===== config.mk =====
export PLATFORM = sky130hd
export DESIGN_NAME = fifo_stream_reader
export DESIGN_NICKNAME = d
export VERILOG_FILES = /design/src/rtl/fifo_rd_pkg.sv /design/src/rtl/fifo_rd_buf.sv /design/src/rtl/fifo_stream_reader.sv
export SDC_FILE = /design/constraint.sdc
export NUM_CORES = 1
export LEC_CHECK = 0
export BUFFER_PORTS_ARGS = -buffer_cell sky130_fd_sc_hd__buf_2
export CAP_MARGIN = 25
export CORE_ASPECT_RATIO = 1.1
export CORE_UTILIZATION = 49
export DETAILED_ROUTE_END_ITERATION = 7
export PLACE_DENSITY = 0.86
export SKIP_LAST_GASP = 1
export SYNTH_ARGS = -nofsm -noshare
export SYNTH_HDL_FRONTEND = slang
export SYNTH_SLANG_ARGS = --single-unit

===== constraint.sdc =====
create_clock -name clk -period 1.82 [get_ports clk]
set_clock_uncertainty 0.15 [all_clocks]
set_input_delay 0.273 -clock clk [delete_from_list [all_inputs] [get_ports clk]]
set_output_delay 0.273 -clock clk [all_outputs]
set_load 0.03 [all_outputs]

===== src/rtl/fifo_rd_pkg.sv =====
// rtl/fifo_rd_pkg.sv - shared constants for the FIFO stream reader
// Purpose: legal read-latency range, buffer depth helper and pointer sizing
//          used by fifo_stream_reader and fifo_rd_buf.
// Ports:   none (package).
// Config:  FIFO_RD_STATS_EN (used by fifo_stream_reader) enables word_count.
package fifo_rd_pkg;

  localparam int RD_LATENCY_MIN = 1;
  localparam int RD_LATENCY_MAX = 2;
  localparam int WIDTH_MIN      = 4;
  localparam int WIDTH_MAX      = 36;

  // The buffer needs one slot per in-flight read plus one being drained.
  localparam int BUF_DEPTH_MAX  = RD_LATENCY_MAX + 1;
  localparam int PTR_W          = 2;
  localparam int MEM_N          = 1 << PTR_W;

  function automatic int buf_depth(input int rd_latency);
    return rd_latency + 1;
  endfunction

endpackage


===== src/rtl/fifo_rd_buf.sv =====
// rtl/fifo_rd_buf.sv - small circular buffer behind the FIFO read pipeline
// Purpose: DEPTH-entry circular buffer; pointers wrap modulo DEPTH.
// Ports:   clk, rst_n     - clock, asynchronous active-low reset
//          clr            - synchronous clear of pointers and count (wins)
//          wr_en, wr_data - push one word
//          rd_en          - pop head word (caller guarantees rd_valid)
//          rd_valid       - buffer not empty
//          rd_data        - head word
//          count          - buffered word count
module fifo_rd_buf
  import fifo_rd_pkg::*;
#(
  parameter int WIDTH = 9,
  parameter int DEPTH = 2
) (
  input  logic             clk,
  input  logic             rst_n,
  input  logic             clr,
  input  logic             wr_en,
  input  logic [WIDTH-1:0] wr_data,
  input  logic             rd_en,
  output logic             rd_valid,
  output logic [WIDTH-1:0] rd_data,
  output logic [1:0]       count
);

  // Storage is sized to the pointer range; only the first DEPTH slots are used.
  logic [WIDTH-1:0] mem_q [MEM_N];
  logic [WIDTH-1:0] mem_d [MEM_N];
  logic [PTR_W-1:0] wr_ptr_q, wr_ptr_d;
  logic [PTR_W-1:0] rd_ptr_q, rd_ptr_d;
  logic [1:0]       count_q, count_d;

  function automatic logic [PTR_W-1:0] ptr_inc(input logic [PTR_W-1:0] p);
    return (p == PTR_W'(DEPTH - 1)) ? '0 : p + PTR_W'(1);
  endfunction

  always_comb begin
    mem_d    = mem_q;
    wr_ptr_d = wr_ptr_q;
    rd_ptr_d = rd_ptr_q;
    count_d  = count_q;
    if (clr) begin
      wr_ptr_d = '0;
      rd_ptr_d = '0;
      count_d  = '0;
    end else begin
      if (wr_en) begin
        mem_d[wr_ptr_q] = wr_data;
        wr_ptr_d        = ptr_inc(wr_ptr_q);
      end
      if (rd_en) begin
        rd_ptr_d = ptr_inc(rd_ptr_q);
      end
      // Simultaneous push and pop leave the count unchanged.
      case ({wr_en, rd_en})
        2'b10:   count_d = count_q + 2'd1;
        2'b01:   count_d = count_q - 2'd1;
        default: count_d = count_q;
      endcase
    end
  end

  always_ff @(posedge clk or negedge rst_n) begin
    if (!rst_n) begin
      mem_q    <= '{default: '0};
      wr_ptr_q <= '0;
      rd_ptr_q <= '0;
      count_q  <= '0;
    end else begin
      mem_q    <= mem_d;
      wr_ptr_q <= wr_ptr_d;
      rd_ptr_q <= rd_ptr_d;
      count_q  <= count_d;
    end
  end

  assign rd_valid = (count_q != 2'd0);
  assign rd_data  = mem_q[rd_ptr_q];
  assign count    = count_q;

endmodule


===== src/rtl/fifo_stream_reader.sv =====
// rtl/fifo_stream_reader.sv - standard-mode FIFO to valid/ready stream adapter
// Purpose: issues credit-limited reads to an upstream FIFO with RD_LATENCY
//          read latency, buffers returning words and presents them as a stream.
// Ports:   clk, rst_n             - clock, asynchronous active-low reset
//          fifo_empty, fifo_rd_en - upstream FIFO flag and read strobe
//          fifo_dout              - upstream data, valid RD_LATENCY after read
//          flush                  - discard buffered and in-flight words
//          m_valid, m_ready       - stream handshake
//          m_data                 - stream word
//          occupancy              - buffered word count
//          word_count             - delivered-word statistic
// Config:  FIFO_RD_STATS_EN enables the saturating word_count; otherwise 0.
module fifo_stream_reader
  import fifo_rd_pkg::*;
#(
  parameter int WIDTH      = 9,
  parameter int RD_LATENCY = 1
) (
  input  logic             clk,
  input  logic             rst_n,
  input  logic             fifo_empty,
  output logic             fifo_rd_en,
  input  logic [WIDTH-1:0] fifo_dout,
  input  logic             flush,
  output logic             m_valid,
  input  logic             m_ready,
  output logic [WIDTH-1:0] m_data,
  output logic [1:0]       occupancy,
  output logic [15:0]      word_count
);

  localparam int DEPTH = buf_depth(RD_LATENCY);

  if (RD_LATENCY < RD_LATENCY_MIN || RD_LATENCY > RD_LATENCY_MAX ||
      WIDTH < WIDTH_MIN || WIDTH > WIDTH_MAX) begin : g_param_check
    $error("fifo_stream_reader: illegal WIDTH or RD_LATENCY");
  end

  logic [RD_LATENCY-1:0] inflight_q, inflight_d;
  logic [2:0]            inflight_cnt;
  logic [3:0]            committed;
  logic                  rd_en;
  logic                  pop;
  logic                  arrive;

  always_comb begin
    inflight_cnt = '0;
    for (int i = 0; i < RD_LATENCY; i++) begin
      inflight_cnt = inflight_cnt + 3'(inflight_q[i]);
    end
  end

  // Words already owed to the buffer once this cycle's pop is accounted for;
  // a new read is only allowed if it still fits.
  assign committed = 4'(inflight_cnt) + 4'(occupancy) - 4'(m_valid && m_ready);
  assign rd_en     = rst_n && !fifo_empty && !flush && (committed < 4'(DEPTH));
  assign fifo_rd_en = rd_en;

  assign pop    = m_valid && m_ready;
  assign arrive = inflight_q[RD_LATENCY-1];

  always_comb begin
    inflight_d = '0;
    if (!flush) begin
      inflight_d[0] = rd_en;
      for (int i = 1; i < RD_LATENCY; i++) begin
        inflight_d[i] = inflight_q[i-1];
      end
    end
  end

  always_ff @(posedge clk or negedge rst_n) begin
    if (!rst_n) begin
      inflight_q <= '0;
    end else begin
      inflight_q <= inflight_d;
    end
  end

  // The buffer's clear input takes priority over a same-cycle push and pop.
  fifo_rd_buf #(
    .WIDTH (WIDTH),
    .DEPTH (DEPTH)
  ) u_buf (
    .clk      (clk),
    .rst_n    (rst_n),
    .clr      (flush),
    .wr_en    (arrive),
    .wr_data  (fifo_dout),
    .rd_en    (pop),
    .rd_valid (m_valid),
    .rd_data  (m_data),
    .count    (occupancy)
  );

`ifdef FIFO_RD_STATS_EN
  logic [15:0] word_count_q, word_count_d;

  always_comb begin
    word_count_d = word_count_q;
    if (pop && !flush && word_count_q != 16'hFFFF) begin
      word_count_d = word_count_q + 16'd1;
    end
  end

  always_ff @(posedge clk or negedge rst_n) begin
    if (!rst_n) begin
      word_count_q <= '0;
    end else begin
      word_count_q <= word_count_d;
    end
  end

  assign word_count = word_count_q;
`else
  assign word_count = '0;
`endif

endmodule


==> impl_metrics.toml <==
[detailed_routing]
vias = 1308
dr.pass1.iters = 4
top_layer = "met4"
wl_met3_um = 171
avgViaCountPerCell = 5.25
wl_met2_mm = 2.24
wl_per_cell_um = 16.8
route.detailed.drc = 0
antenna_left = 0
wl_mm = 4.18
drt-met1-wl_mm = 1.74
drt_iter0_drc = 80

[run_status]
status = "finished, violations left"
violations = "setup timing"

[place]
gp_congestion = 0.730
dp_hpwl_mm = 2.80
dp.cells = 233
io_buffers = 26

[power_and_ir_drop]
p_leak_uw = 0.00130
powerDensity_nw_per_um2 = 891
vdd_drop_max_mv = 0.465

[cts]
cts_root_buf = "clkbuf_8"
clock_path_buffers = 2
cts_buffers = 5
h-tree-depth = 2
cts_tree = "done"
clock_latency_ps = 290
clkTransAtPathRegs_ps = 80
clock_sinks = 43

[critical_path]
start_kind = "flip-flop"
worst-setup-path-type = "reg -> out"
worstPathArrival_ps = 2050
worst-r2r-cell-count = 5
critPathRequiredTime_ps = 1400
cp-end-kind = "output port"
cp_max_fo = 3
r2r_slack_ps = -100

[yosys]
ys_ff_latch = 43
synth_compound_area_share_pct = 2.05
synth-simple-area-share_pct = 5.08
synth_top_family_by_area = "multiplexers"
yosys.area_share.xor_xnor_pct = 1.20
yosys.area_share.adder_pct = 0.913
synth_mux_area_share_pct = 32.7
yosysTopAreaCellShare_pct = 49.1
synthesis.area_um2 = 2190
yosysUniqueCellTypes = 30
yosysTopAreaCell = "dfrtp_1"
syn_avg_cell_area_um2 = 15.1
synth_warnings = 0
synth_area_leaders = "dfrtp_1, mux2_4, mux4_2"
synth_cells = 145
synth.yosys.seq_area_share_pct = 49.1

[timing]
setup_viol = 11
rsz0062_at_grt = "yes"
maxSlewViolCount = 0
period_share_pct = 136
period_minus_slack_ps = 2470
fin_tns_setup_ps = -1880
relSlewSlack_pct = 62.4
worstMarginPinSlew_ps = 550
fmax_mhz = 404
timing.hold.ws_ps = 94.9
hold_violations = 0
setup_ws_ps = -652

[die]
rows = 25
die_height_um = 72.2
dieArea_um2 = 4750
start_util_pct = 51.2
core_um2 = 4290
io_pins = 43
die_w_um = 65.8

[job]
maxCapViolations = 0

[cells_and_area]
layout.nets = 209
layoutNonFillerInstCount = 249
layout-area-overhead-vs-synth_pct = 23.4
drive_above_1_share_pct = 57.4
final.fill_count = 311
num_antenna_cells = 0

[worst_hold_path]
min_path_cells = 2
min_path_type = "in -> reg"

[global_routing]
grt_start_max_net_pins = 44
grt_pass1_vias = 1357
grt_util_all_layers_pct = 19.9
grt_overflow_total = 0
antenna_found_initial = 0
grt_pass1_wl_mm = 6.73
-- cell usage in the layout, fill, tap and decap left out, types with 2 or more instances in the layout --
cell	n
nand2_1	2
conb_1	16
inv_1	5
clkbuf_8	5
mux2_4	27
buf_6	11
mux2_2	9
nor2_1	3
buf_2	16
dfrtp_2	2
nor3b_2	2
buf_4	19
dfrtp_1	41
buf_12	3
mux4_2	9
o21ai_0	2
-- worst max-delay path: stages (launching register included) --
cell      delay (ps)
dfrtp_2          410
nand3b_1         230
buf_4            190
fa_2             370
xnor2_2          160
nor4_4           210
buf_4            190
-- flip-flops by register name, indices dropped and copies added (netlist names) --
register and count:
arrive 1, u_buf.mem_q 36, u_buf.count 2, u_buf.wr_ptr_q 2
u_buf.rd_ptr_q 2
-- synth_stat cells (all sizes together) --
library cell / count
dfrtp: 43
mux2: 37
buf: 22
mux4: 9
inv: 5
nor2: 3
o21ai: 3
nand2: 2
nor3b: 2
nor4: 2
xnor2: 2
a2111oi: 1
a211oi: 1
a21oi: 1
a311oi: 1
and2: 1
and3: 1
clkbuf: 1
conb: 1
fa: 1
nand2b: 1
nand3: 1
nand3b: 1
nor2b: 1
nor3: 1
xor2: 1
-- cell type report --
cell class | count | area, µm² | share of cell area, %
timing repair buffer | 50 | 417 | 15.4
clock inverter | 3 | 43.8 | 1.62
inverter | 5 | 18.8 | 0.693
sequential | 43 | 1080 | 39.9
clock buffer | 5 | 68.8 | 2.54
tap | 54 | 67.6 | 2.50
multi-input combinational | 89 | 1010 | 37.4
-- metal layers --
layer,vias up,GRT usage (%)
met5,-,0
met4,0,3.86
met3,2,4.72
met2,38,34.5
met1,683,25.5
li1,585,-
-- stage by stage --
| stage | utilization (%) | worst slack [ps] | power (µW) | area (µm²) |
|---|---|---|---|---|
| floorplan | - | -454 | 1500 | 2270 |
| global placement | 57.1 | -303 | 1600 | 2450 |
| detailed placement | 57.1 | -349 | 1610 | 2450 |
| CTS | 63.9 | -604 | 2430 | 2740 |
| global route | 63.2 | -706 | 2520 | 2710 |
| finish | 63.2 | -652 | 2410 | 2710 |
-- where the power goes --
part | total (µW) | switching (µW) | internal, µW | leakage (µW)
logic | 585 | 283 | 302 | 0.000671
registers | 1100 | 54.2 | 1040 | 0.000573
clock network | 730 | 322 | 408 | 0.0000581
total | 2410 | 659 | 1750 | 0.00130
-- what timing repair did --
action	4_1_cts	5_1_grt
setup buffers	12	3
hold buffers	1	0
gates resized for setup	23	2
pin swaps	3	2
endpoints found under the hold margin	43	0
setup endpoints to repair	11	12
gates cloned	0	0
-- final timing paths --
| path | start | endpoint |
|---|---|---|
| setup / recovery | u_buf.count[0] | fifo_rd_en |
| hold / removal | fifo_dout[7] | u_buf.mem_q[16] |
| setup reg to reg | u_buf.count[0] | arrive |
| hold reg to reg | u_buf.mem_q[16] | u_buf.mem_q[16] |
| max in group asynchronous | rst_n | u_buf.count[1] |
| min in group asynchronous | rst_n | u_buf.mem_q[30] |
-- logic make-up after synthesis --
logic type	Yosys count
buf+inv	28
mux	46
simple gates	16
compound gates	7
xor+xnor	3
fa+ha+maj	1
flops	43
other cells	1
Note: power is estimated with default switching activity, not from simulation.
